**config.mk**
```make
export PLATFORM = sky130hd
export DESIGN_NAME = pc_ctrl_flat
export DESIGN_NICKNAME = d
export VERILOG_FILES = /design/src/rtl/pc_ctrl_if.sv /design/src/rtl/pc_ctrl.sv /design/src/flat_wrapper.sv
export SDC_FILE = /design/constraint.sdc
export NUM_CORES = 1
export LEC_CHECK = 0
export ABC_AREA = 1
export CORE_ASPECT_RATIO = 1.4
export CORE_MARGIN = 10
export CORE_UTILIZATION = 28
export CTS_CLUSTER_SIZE = 8
export DETAILED_ROUTE_END_ITERATION = 10
export PLACE_DENSITY = 0.4
export SLEW_MARGIN = 20
export SYNTH_ARGS = -nofsm -noshare
export SYNTH_HDL_FRONTEND = slang
export SYNTH_SLANG_ARGS = --single-unit
```
**constraint.sdc**
```tcl
create_clock -name CLK -period 1.73 [get_ports CLK]
set_input_delay 0.346 -clock CLK [delete_from_list [all_inputs] [get_ports CLK]]
set_output_delay 0.346 -clock CLK [all_outputs]
set_load 0.03 [all_outputs]
```
**src/rtl/pc_ctrl_if.sv**
```systemverilog
// Bundle between the PC sequencer and its surroundings: decoded branch/halt
// info, flags, stall, LUT write port in; PC control and status out.
interface pc_ctrl_if #(
    parameter int PCW  = 16,
    parameter int LUTA = 5,
    parameter int CNTW = 16
);
    logic            Start;
    logic            Is_Branch;
    logic            Br_Dir;
    logic [1:0]      Br_Cond;
    logic [LUTA-1:0] Br_Idx;
    logic            Is_Halt;
    logic            Flag_We;
    logic            Zero_In;
    logic            Neg_In;
    logic            Mem_Busy;
    logic            Lut_We;
    logic [LUTA-1:0] Lut_Addr;
    logic [PCW-1:0]  Lut_Data;
    logic            For_Jump;
    logic            Back_Jump;
    logic [PCW-1:0]  Offset;
    logic            Halt;
    logic            Pc_Clear;
    logic            Done;
    logic [CNTW-1:0] Cycle_Cnt;

    modport slave (
        input  Start, Is_Branch, Br_Dir, Br_Cond, Br_Idx, Is_Halt, Flag_We,
               Zero_In, Neg_In, Mem_Busy, Lut_We, Lut_Addr, Lut_Data,
        output For_Jump, Back_Jump, Offset, Halt, Pc_Clear, Done, Cycle_Cnt
    );

    modport master (
        output Start, Is_Branch, Br_Dir, Br_Cond, Br_Idx, Is_Halt, Flag_We,
               Zero_In, Neg_In, Mem_Busy, Lut_We, Lut_Addr, Lut_Data,
        input  For_Jump, Back_Jump, Offset, Halt, Pc_Clear, Done, Cycle_Cnt
    );
endinterface

```
**src/rtl/pc_ctrl.sv**
```systemverilog
// Program-counter sequencer: start/stall/halt FSM, registered Z/N flags,
// branch-offset LUT and saturating run-cycle counter. PC controls are Mealy.
module pc_ctrl #(
    parameter int PCW  = 16,
    parameter int LUTA = 5,
    parameter int CNTW = 16
) (
    input logic         CLK,
    input logic         Reset,
    pc_ctrl_if.slave    bus
);
    localparam int NENT = 2 ** LUTA;

    typedef enum logic [2:0] {
        IDLE  = 3'd0,
        CLEAR = 3'd1,
        RUN   = 3'd2,
        STALL = 3'd3,
        DONE  = 3'd4
    } state_t;

    state_t          state_q, state_d;
    logic            z_q, z_d;
    logic            n_q, n_d;
    logic            done_q, done_d;
    logic [CNTW-1:0] cnt_q, cnt_d;
    logic [CNTW-1:0] cnt_inc;
    logic [PCW-1:0]  lut_rd [NENT];

    logic            cond_ok;
    logic            taken;
    logic            for_jump;
    logic            back_jump;
    logic [PCW-1:0]  offset;
    logic            halt;
    logic            pc_clear;

    // Each LUT entry is its own resettable register; reads are combinational
    // and see the pre-write value during a same-cycle write.
    genvar gi;
    generate
        for (gi = 0; gi < NENT; gi++) begin : g_lut
            logic [PCW-1:0] entry_q, entry_d;

            always_comb begin
                entry_d = entry_q;
                if (bus.Lut_We && (bus.Lut_Addr == LUTA'(gi)))
                    entry_d = bus.Lut_Data;
            end

            always_ff @(posedge CLK) begin
                if (Reset) entry_q <= '0;
                else       entry_q <= entry_d;
            end

            assign lut_rd[gi] = entry_q;
        end
    endgenerate

    always_comb begin
        cond_ok = 1'b1;
        case (bus.Br_Cond)
            2'b00:   cond_ok = 1'b1;
            2'b01:   cond_ok = z_q;
            2'b10:   cond_ok = ~z_q;
            default: cond_ok = n_q;
        endcase
    end

    assign taken   = bus.Is_Branch & cond_ok;
    assign cnt_inc = (cnt_q == '1) ? cnt_q : cnt_q + CNTW'(1);

    always_comb begin
        state_d   = state_q;
        cnt_d     = cnt_q;
        done_d    = done_q;
        z_d       = bus.Flag_We ? bus.Zero_In : z_q;
        n_d       = bus.Flag_We ? bus.Neg_In  : n_q;
        for_jump  = 1'b0;
        back_jump = 1'b0;
        offset    = '0;
        halt      = 1'b1;
        pc_clear  = 1'b0;

        case (state_q)
            IDLE: begin
                if (bus.Start) state_d = CLEAR;
            end
            CLEAR: begin
                pc_clear = 1'b1;
                cnt_d    = '0;
                done_d   = 1'b0;
                state_d  = RUN;
            end
            RUN: begin
                cnt_d = cnt_inc;
                if (bus.Mem_Busy) begin
                    state_d = STALL;
                end else if (bus.Is_Halt) begin
                    state_d = DONE;
                    done_d  = 1'b1;
                end else begin
                    halt = 1'b0;
                    if (taken) begin
                        for_jump  = ~bus.Br_Dir;
                        back_jump = bus.Br_Dir;
                        offset    = lut_rd[bus.Br_Idx];
                    end
                end
            end
            STALL: begin
                cnt_d = cnt_inc;
                // The held instruction is re-evaluated in RUN next cycle.
                if (!bus.Mem_Busy) state_d = RUN;
            end
            DONE: begin
                if (bus.Start) state_d = CLEAR;
            end
            default: state_d = IDLE;
        endcase
    end

    always_ff @(posedge CLK) begin
        if (Reset) begin
            state_q <= IDLE;
            z_q     <= 1'b0;
            n_q     <= 1'b0;
            done_q  <= 1'b0;
            cnt_q   <= '0;
        end else begin
            state_q <= state_d;
            z_q     <= z_d;
            n_q     <= n_d;
            done_q  <= done_d;
            cnt_q   <= cnt_d;
        end
    end

    assign bus.For_Jump  = for_jump;
    assign bus.Back_Jump = back_jump;
    assign bus.Offset    = offset;
    assign bus.Halt      = halt;
    assign bus.Pc_Clear  = pc_clear;
    assign bus.Done      = done_q;
    assign bus.Cycle_Cnt = cnt_q;
endmodule

```
**src/flat_wrapper.sv**
```systemverilog
// flat-port wrapper written by rule: the top's interface ports become plain ports
module pc_ctrl_flat 
#(
    parameter int PCW  = 16,
    parameter int LUTA = 5,
    parameter int CNTW = 16
)
  (CLK, Reset, bus_Start, bus_Is_Branch, bus_Br_Dir, bus_Br_Cond, bus_Br_Idx, bus_Is_Halt, bus_Flag_We, bus_Zero_In, bus_Neg_In, bus_Mem_Busy, bus_Lut_We, bus_Lut_Addr, bus_Lut_Data, bus_For_Jump, bus_Back_Jump, bus_Offset, bus_Halt, bus_Pc_Clear, bus_Done, bus_Cycle_Cnt);
  pc_ctrl_if #(.PCW(PCW), .LUTA(LUTA), .CNTW(CNTW)) bus_i ();
  input logic CLK;
  input logic Reset;
  input wire logic [$bits(bus_i.Start)-1:0] bus_Start;
  input wire logic [$bits(bus_i.Is_Branch)-1:0] bus_Is_Branch;
  input wire logic [$bits(bus_i.Br_Dir)-1:0] bus_Br_Dir;
  input wire logic [$bits(bus_i.Br_Cond)-1:0] bus_Br_Cond;
  input wire logic [$bits(bus_i.Br_Idx)-1:0] bus_Br_Idx;
  input wire logic [$bits(bus_i.Is_Halt)-1:0] bus_Is_Halt;
  input wire logic [$bits(bus_i.Flag_We)-1:0] bus_Flag_We;
  input wire logic [$bits(bus_i.Zero_In)-1:0] bus_Zero_In;
  input wire logic [$bits(bus_i.Neg_In)-1:0] bus_Neg_In;
  input wire logic [$bits(bus_i.Mem_Busy)-1:0] bus_Mem_Busy;
  input wire logic [$bits(bus_i.Lut_We)-1:0] bus_Lut_We;
  input wire logic [$bits(bus_i.Lut_Addr)-1:0] bus_Lut_Addr;
  input wire logic [$bits(bus_i.Lut_Data)-1:0] bus_Lut_Data;
  output wire logic [$bits(bus_i.For_Jump)-1:0] bus_For_Jump;
  output wire logic [$bits(bus_i.Back_Jump)-1:0] bus_Back_Jump;
  output wire logic [$bits(bus_i.Offset)-1:0] bus_Offset;
  output wire logic [$bits(bus_i.Halt)-1:0] bus_Halt;
  output wire logic [$bits(bus_i.Pc_Clear)-1:0] bus_Pc_Clear;
  output wire logic [$bits(bus_i.Done)-1:0] bus_Done;
  output wire logic [$bits(bus_i.Cycle_Cnt)-1:0] bus_Cycle_Cnt;
  assign bus_i.Start = bus_Start;
  assign bus_i.Is_Branch = bus_Is_Branch;
  assign bus_i.Br_Dir = bus_Br_Dir;
  assign bus_i.Br_Cond = bus_Br_Cond;
  assign bus_i.Br_Idx = bus_Br_Idx;
  assign bus_i.Is_Halt = bus_Is_Halt;
  assign bus_i.Flag_We = bus_Flag_We;
  assign bus_i.Zero_In = bus_Zero_In;
  assign bus_i.Neg_In = bus_Neg_In;
  assign bus_i.Mem_Busy = bus_Mem_Busy;
  assign bus_i.Lut_We = bus_Lut_We;
  assign bus_i.Lut_Addr = bus_Lut_Addr;
  assign bus_i.Lut_Data = bus_Lut_Data;
  assign bus_For_Jump = bus_i.For_Jump;
  assign bus_Back_Jump = bus_i.Back_Jump;
  assign bus_Offset = bus_i.Offset;
  assign bus_Halt = bus_i.Halt;
  assign bus_Pc_Clear = bus_i.Pc_Clear;
  assign bus_Done = bus_i.Done;
  assign bus_Cycle_Cnt = bus_i.Cycle_Cnt;
  pc_ctrl #(.PCW(PCW), .LUTA(LUTA), .CNTW(CNTW)) u_core (.CLK(CLK), .Reset(Reset), .bus(bus_i));
endmodule
```
# Word-level counts from Yosys, hierarchy flattened
# Index checks and enable logic that the tools add are counted.
# Widths: inputs -> output; s select.
word_totals:
  reg_bits: 534
  latch_bits: 0
  ram_bits: 0
  rom_bits: 0
  inputBits: 39
  elab_cells: 159
  n_memories: 0
op_classes:
  add_sub_neg: 1
  mul: 0
  div_mod_pow: 0
  magnitude_cmp: 1
  eq_ne: 44
  n_shift: 0
  muxes: 30
  bitwise_logic: 4
  n_reduce_logical: 42
op_table:
  columns: ["cell", "count"]
  rows:
  - ["$mux 16", 7]
  - ["$bmux 16 s5", 1]
  - ["$eq 5x5->1 const B", 16]
  - ["$eq 5x4->1 const B", 8]
  - ["$logic_and 1x1->1", 32]
  - ["$pmux 16 s2", 1]
  - ["$eq 5x3->1 const B", 4]
  - ["$add 16x1->16 const B", 1]
  - ["$eq 16x16->1 const B", 1]
  - ["$mux 1", 14]
  - ["$mux 3", 4]
  - ["$pmux 3 s4", 1]
  - ["$eq 5x2->1 const B", 2]
  - ["$ne 2x2->1 const B", 4]
  - ["$eq 3x2->1 const B", 2]
  - ["$ge 6x6->1 const B", 1]
  - ["$not 5->6", 1]
  - ["$reduce_and 3->1", 2]
  - ["$eq 5x1->1 const B", 1]
  - ["$logic_not 5->1", 1]
  - ["$reduce_bool 2->1", 2]
  - ["$reduce_or 2->1", 2]
  - ["$eq 3x1->1 const B", 1]
  - ["$eq 3x3->1 const B", 1]
  - ["other kinds (11)", 12]

# Depth between registers and ports, before layout
depth:
  word_depth: 8
  depth_mapped: 11
  depth_no_buf: 9

# Worst setup path after synthesis
# Ideal clock, no wire load.
synth_path:
  kind: "in2out"
  start: "in bus_Br_Idx[0]"
  end: "out bus_Offset[1]"
  t_arrival_ns: 1.666
  required_time_ns: 1.384
  slack_ns: -0.282
  path_stages: 10
  path_cell_list: "buf_4 -> buf_4 -> buf_2 -> a21oi_1 -> o21ai_0 -> nand2_1 -> nor2_1 -> nor2_1 -> nor2_1 -> nor2_1"
synth_via:
  elab_chain_cells: 8
synth_rtl:
  columns: ["element", "line_no", "text"]
  rows:
  - ["from (decl)", "flat_wrapper.sv:16", "input wire logic [$bits(bus_i.Br_Idx)-1:0] bus_Br_Idx;"]
  - ["$not 5->6 (not written as such)", "pc_ctrl.sv:107", "offset = lut_rd[bus.Br_Idx];"]
  - ["$bmux 16 s5", "pc_ctrl.sv:107", null]
  - ["$mux 16 (not written as such) (2 in a row)", "pc_ctrl.sv:107", null]
  - ["$mux 16", "pc_ctrl.sv:104", "if (taken) begin"]
  - ["$mux 16", "pc_ctrl.sv:99", "end else if (bus.Is_Halt) begin"]
  - ["$mux 16", "pc_ctrl.sv:97", "if (bus.Mem_Busy) begin"]
  - ["$mux 16", "pc_ctrl.sv:85", "case (state_q)"]
  - ["to (decl)", "flat_wrapper.sv:27", "output wire logic [$bits(bus_i.Offset)-1:0] bus_Offset;"]
# Every way passes these cells. The select of a mux whose other input is x is not followed.

# Worst setup path in the final report
layout_path:
  start: "reg u_core.g_lut[29].entry_q[10]"
  end: "out bus_Offset[10]"
layout_via:
  elab_chain_cells: 7
layout_rtl:
  columns: ["element", "line_no", "text"]
  rows:
  - ["from (decl)", "pc_ctrl.sv:43", "logic [PCW-1:0] entry_q, entry_d;"]
  - ["from (signal assigned)", "pc_ctrl.sv:53", "else entry_q <= entry_d;"]
  - ["$bmux 16 s5", "pc_ctrl.sv:107", null]
  - ["$mux 16 (not written as such) (2 in a row)", "pc_ctrl.sv:107", null]
  - ["$mux 16", "pc_ctrl.sv:104", null]
  - ["$mux 16", "pc_ctrl.sv:99", null]
  - ["$mux 16", "pc_ctrl.sv:97", null]
  - ["$mux 16", "pc_ctrl.sv:85", null]
# Every way passes these cells. The select of a mux whose other input is x is not followed.

==> results.sh <==
export IMPL_synth_ff_type="dfxtp_1"
export IMPL_finalSetupViolations=20
export IMPL_ys_seq_area_frac=0.435
export IMPL_grt_max_degree=104
export IMPL_clk_latency_ps=620
export IMPL_routabilityCongestion=0.829
export IMPL_die_h_um=370
export IMPL_wirelength_mm=99.6
export IMPL_netlist_area_mm2=0.0245
export IMPL_drv_slew=0
export IMPL_routedWlPerCell_um=20.2
export IMPL_drt_initial_drc_count=1418
export IMPL_io_buffers=75
export IMPL_yosysMostFrequentCell="nand2_1"
export IMPL_core_area_mm2=0.0870
export IMPL_p_leak_nw=12.0
export IMPL_htree_num_levels=3
export IMPL_worst_ep_arrival_time_ps=2100
export IMPL_period_share=1.42
export IMPL_gr_usage_all_layers=0.195
export IMPL_die_area_mm2=0.100
export IMPL_cp_required_ps=1380
export IMPL_drive_gt1_frac=0.159
export IMPL_cts_sinks=534
export IMPL_std_cell_rows=128
export IMPL_post_route_util=0.363
export IMPL_rsz0062_at_grt="yes"
export IMPL_root_buffer="clkbuf_16"
export IMPL_numCtsBuffers=76
export IMPL_cp_end_kind="output port"
export IMPL_cp_max_fo=2
export IMPL_antenna_found_initial=2
export IMPL_final_cell_area_mm2=0.0315
export IMPL_status="finished, violations left"
export IMPL_asyncSetResetFlopFracSynth=0
export IMPL_maxCapViolations=0
export IMPL_setup_tns_ps=-11720
export IMPL_syn_to_final_growth_pct=28.5
export IMPL_fin_ws_ps=-720
export IMPL_clk_pin_slew_ps=50
export IMPL_first_pass_iters=5
export IMPL_synth_top_area_cell="dfxtp_1"
export IMPL_yosys_top_cells_area="dfxtp_1, a21oi_1, o21ai_0"
export IMPL_worstHoldPathType="in -> reg"
export IMPL_synth_common_cells="nand2_1, dfxtp_1, a21oi_1, o21ai_0, nand3_1"
export IMPL_ant_nets=0
export IMPL_fin_worst_skew_ps=8.22
export IMPL_violations="setup timing"
export IMPL_hpwl_mm=65.5
export IMPL_criticalPathCategory="reg -> out"
export IMPL_via_per_inst=4.82
export IMPL_netlist_area_leader_share=0.435
export IMPL_vias=23800
export IMPL_critPathLaunchType="register"
export IMPL_pre_cts_ws_ps=-724
export IMPL_io_pins=76
export IMPL_grt_pass1_vias=22900
export IMPL_clk_path_buf_depth=3
export IMPL_ys_ff_latch=534
export IMPL_grt_pass1_wl_mm=151
export IMPL_power_density_mw_per_mm2=950
export IMPL_cts_tree="done"
export IMPL_worstMarginPinSlew_ps=740
export IMPL_yosys_warnings=0
export IMPL_power_w=0.0300
export IMPL_drc=0
export IMPL_synth_edf_count=0
export IMPL_postSynthNetCount=3639
export IMPL_slew_headroom=0.507
export IMPL_max_freq_mhz=408
export IMPL_gr_total_overflow=0
export IMPL_finalCriticalPeriod_ps=2450
export IMPL_fin_nets=3796
export IMPL_n_antenna_cell=0
export IMPL_n_fill_cell=9300
export IMPL_die_w_um=270
export IMPL_syn_inst=3599
export IMPL_synth_cell_type_count=33
export IMPL_start_util=0.282
export IMPL_place_area_mm2=0.0292
export IMPL_synth_avg_cell_area_um2=6.82
export IMPL_finalHoldViolations=0
export IMPL_hold_buffers=0
export IMPL_ir_drop_v=0.000609
-- layer usage --
layer  global-route usage  routed length (µm)  vias up
li1                     -                   -    12100
met1                0.245               44200    11200
met2                0.345               49700      372
met3               0.0253                3370      105
met4               0.0555                2260        0
met5                    0                   0        -
-- cell families after synthesis --
group,after synthesis,synth area share
simple gates,1296,0.224
compound gates,1064,0.225
buf+inv,704,0.115
flops,534,0.435
fa+ha+maj,1,0.000510
-- flip-flops by register name, summed over array words and instances (netlist names) --
name                  cells
u_core.bus.Cycle_Cnt     16
u_core.bus.Done           1
u_core.g_lut.entry_q    512
u_core.n_q                1
u_core.state_q            3
u_core.z_q                1
-- metrics by stage --
step	hold WS [ps]	cells
final	115	4932
after floorplan	420	3599
after detailed placement	433	4843
after global placement	431	4843
after CTS	92.0	4933
after global routing	118	4932
-- what timing repair did --
| action | in CTS | in global routing |
|---|---|---|
| pin swaps | 22 | 10 |
| gates cloned | 1 | 0 |
| setup endpoints to repair | 37 | 55 |
| resized for setup | 145 | 20 |
| setup buffers | 8 | 4 |
-- area by class of cell --
type	instances	area, µm²	share of cell area
Sequential cell	534	10700	0.339
Multi-Input combinational cell	2361	11500	0.364
Clock buffer	80	1990	0.0631
Inverter	386	1470	0.0467
Clock inverter	4	50.0	0.00159
Timing Repair Buffer	397	4390	0.139
Tap cell	1170	1460	0.0464
-- final timing paths --
kind,startpoint,endpoint,slack [ps],cells after the start
worst max-delay path,u_core.g_lut[29].entry_q[10]$_SDFFE_PP0P_,bus_Offset[10],-720,9
worst min-delay path,Reset,u_core.state_q[2]$_SDFFE_PP0P_,120,4
worst max register to register,u_core.bus.Cycle_Cnt[0]$_SDFFE_PP0P_,u_core.bus.Cycle_Cnt[1]$_SDFFE_PP0P_,140,9
worst min register to register,u_core.g_lut[16].entry_q[14]$_SDFFE_PP0P_,u_core.g_lut[16].entry_q[14]$_SDFFE_PP0P_,440,2
-- critical path, stage by stage, from the launching register on --
cell	delay [ps]
dfxtp_1	300
inv_1	80
nand2_1	90
o211ai_1	80
nand3_1	230
nand3_1	160
nand2_1	100
nor2_1	220
nor2_4	90
buf_12	140
-- where the power goes --
part | internal (W) | switching (W)
clock | 0.00805 | 0.00563
sequential | 0.0125 | 0.0000620
combinational | 0.00130 | 0.00243
-- cells in the final DEF (no fill, tap or decap), types with 3 or more instances in the layout --
cell type        netlist  layout
a21oi_1              494     493
buf_12                 0     108
buf_2                102      26
buf_4                  9     227
buf_6                  1      10
clkbuf_16              0      79
clkdlybuf4s15_2        0       4
clkdlybuf4s50_1        0      16
dfxtp_1              534     527
dfxtp_2                0       7
inv_1                369     364
inv_2                 14      16
inv_6                  0       3
nand2_1              598     581
nand2_2                6      13
nand2_4                1      10
nand3_1              409     383
nand3_2                0      25
nand4_1                9       9
nor2_1               244     216
nor2_2                10      17
nor2_4                 3      24
o211ai_1              68      68
o21ai_0              487     479
o21ai_1               10      18
or2_2                 11      11
Note: power is estimated with default switching activity, not from simulation.
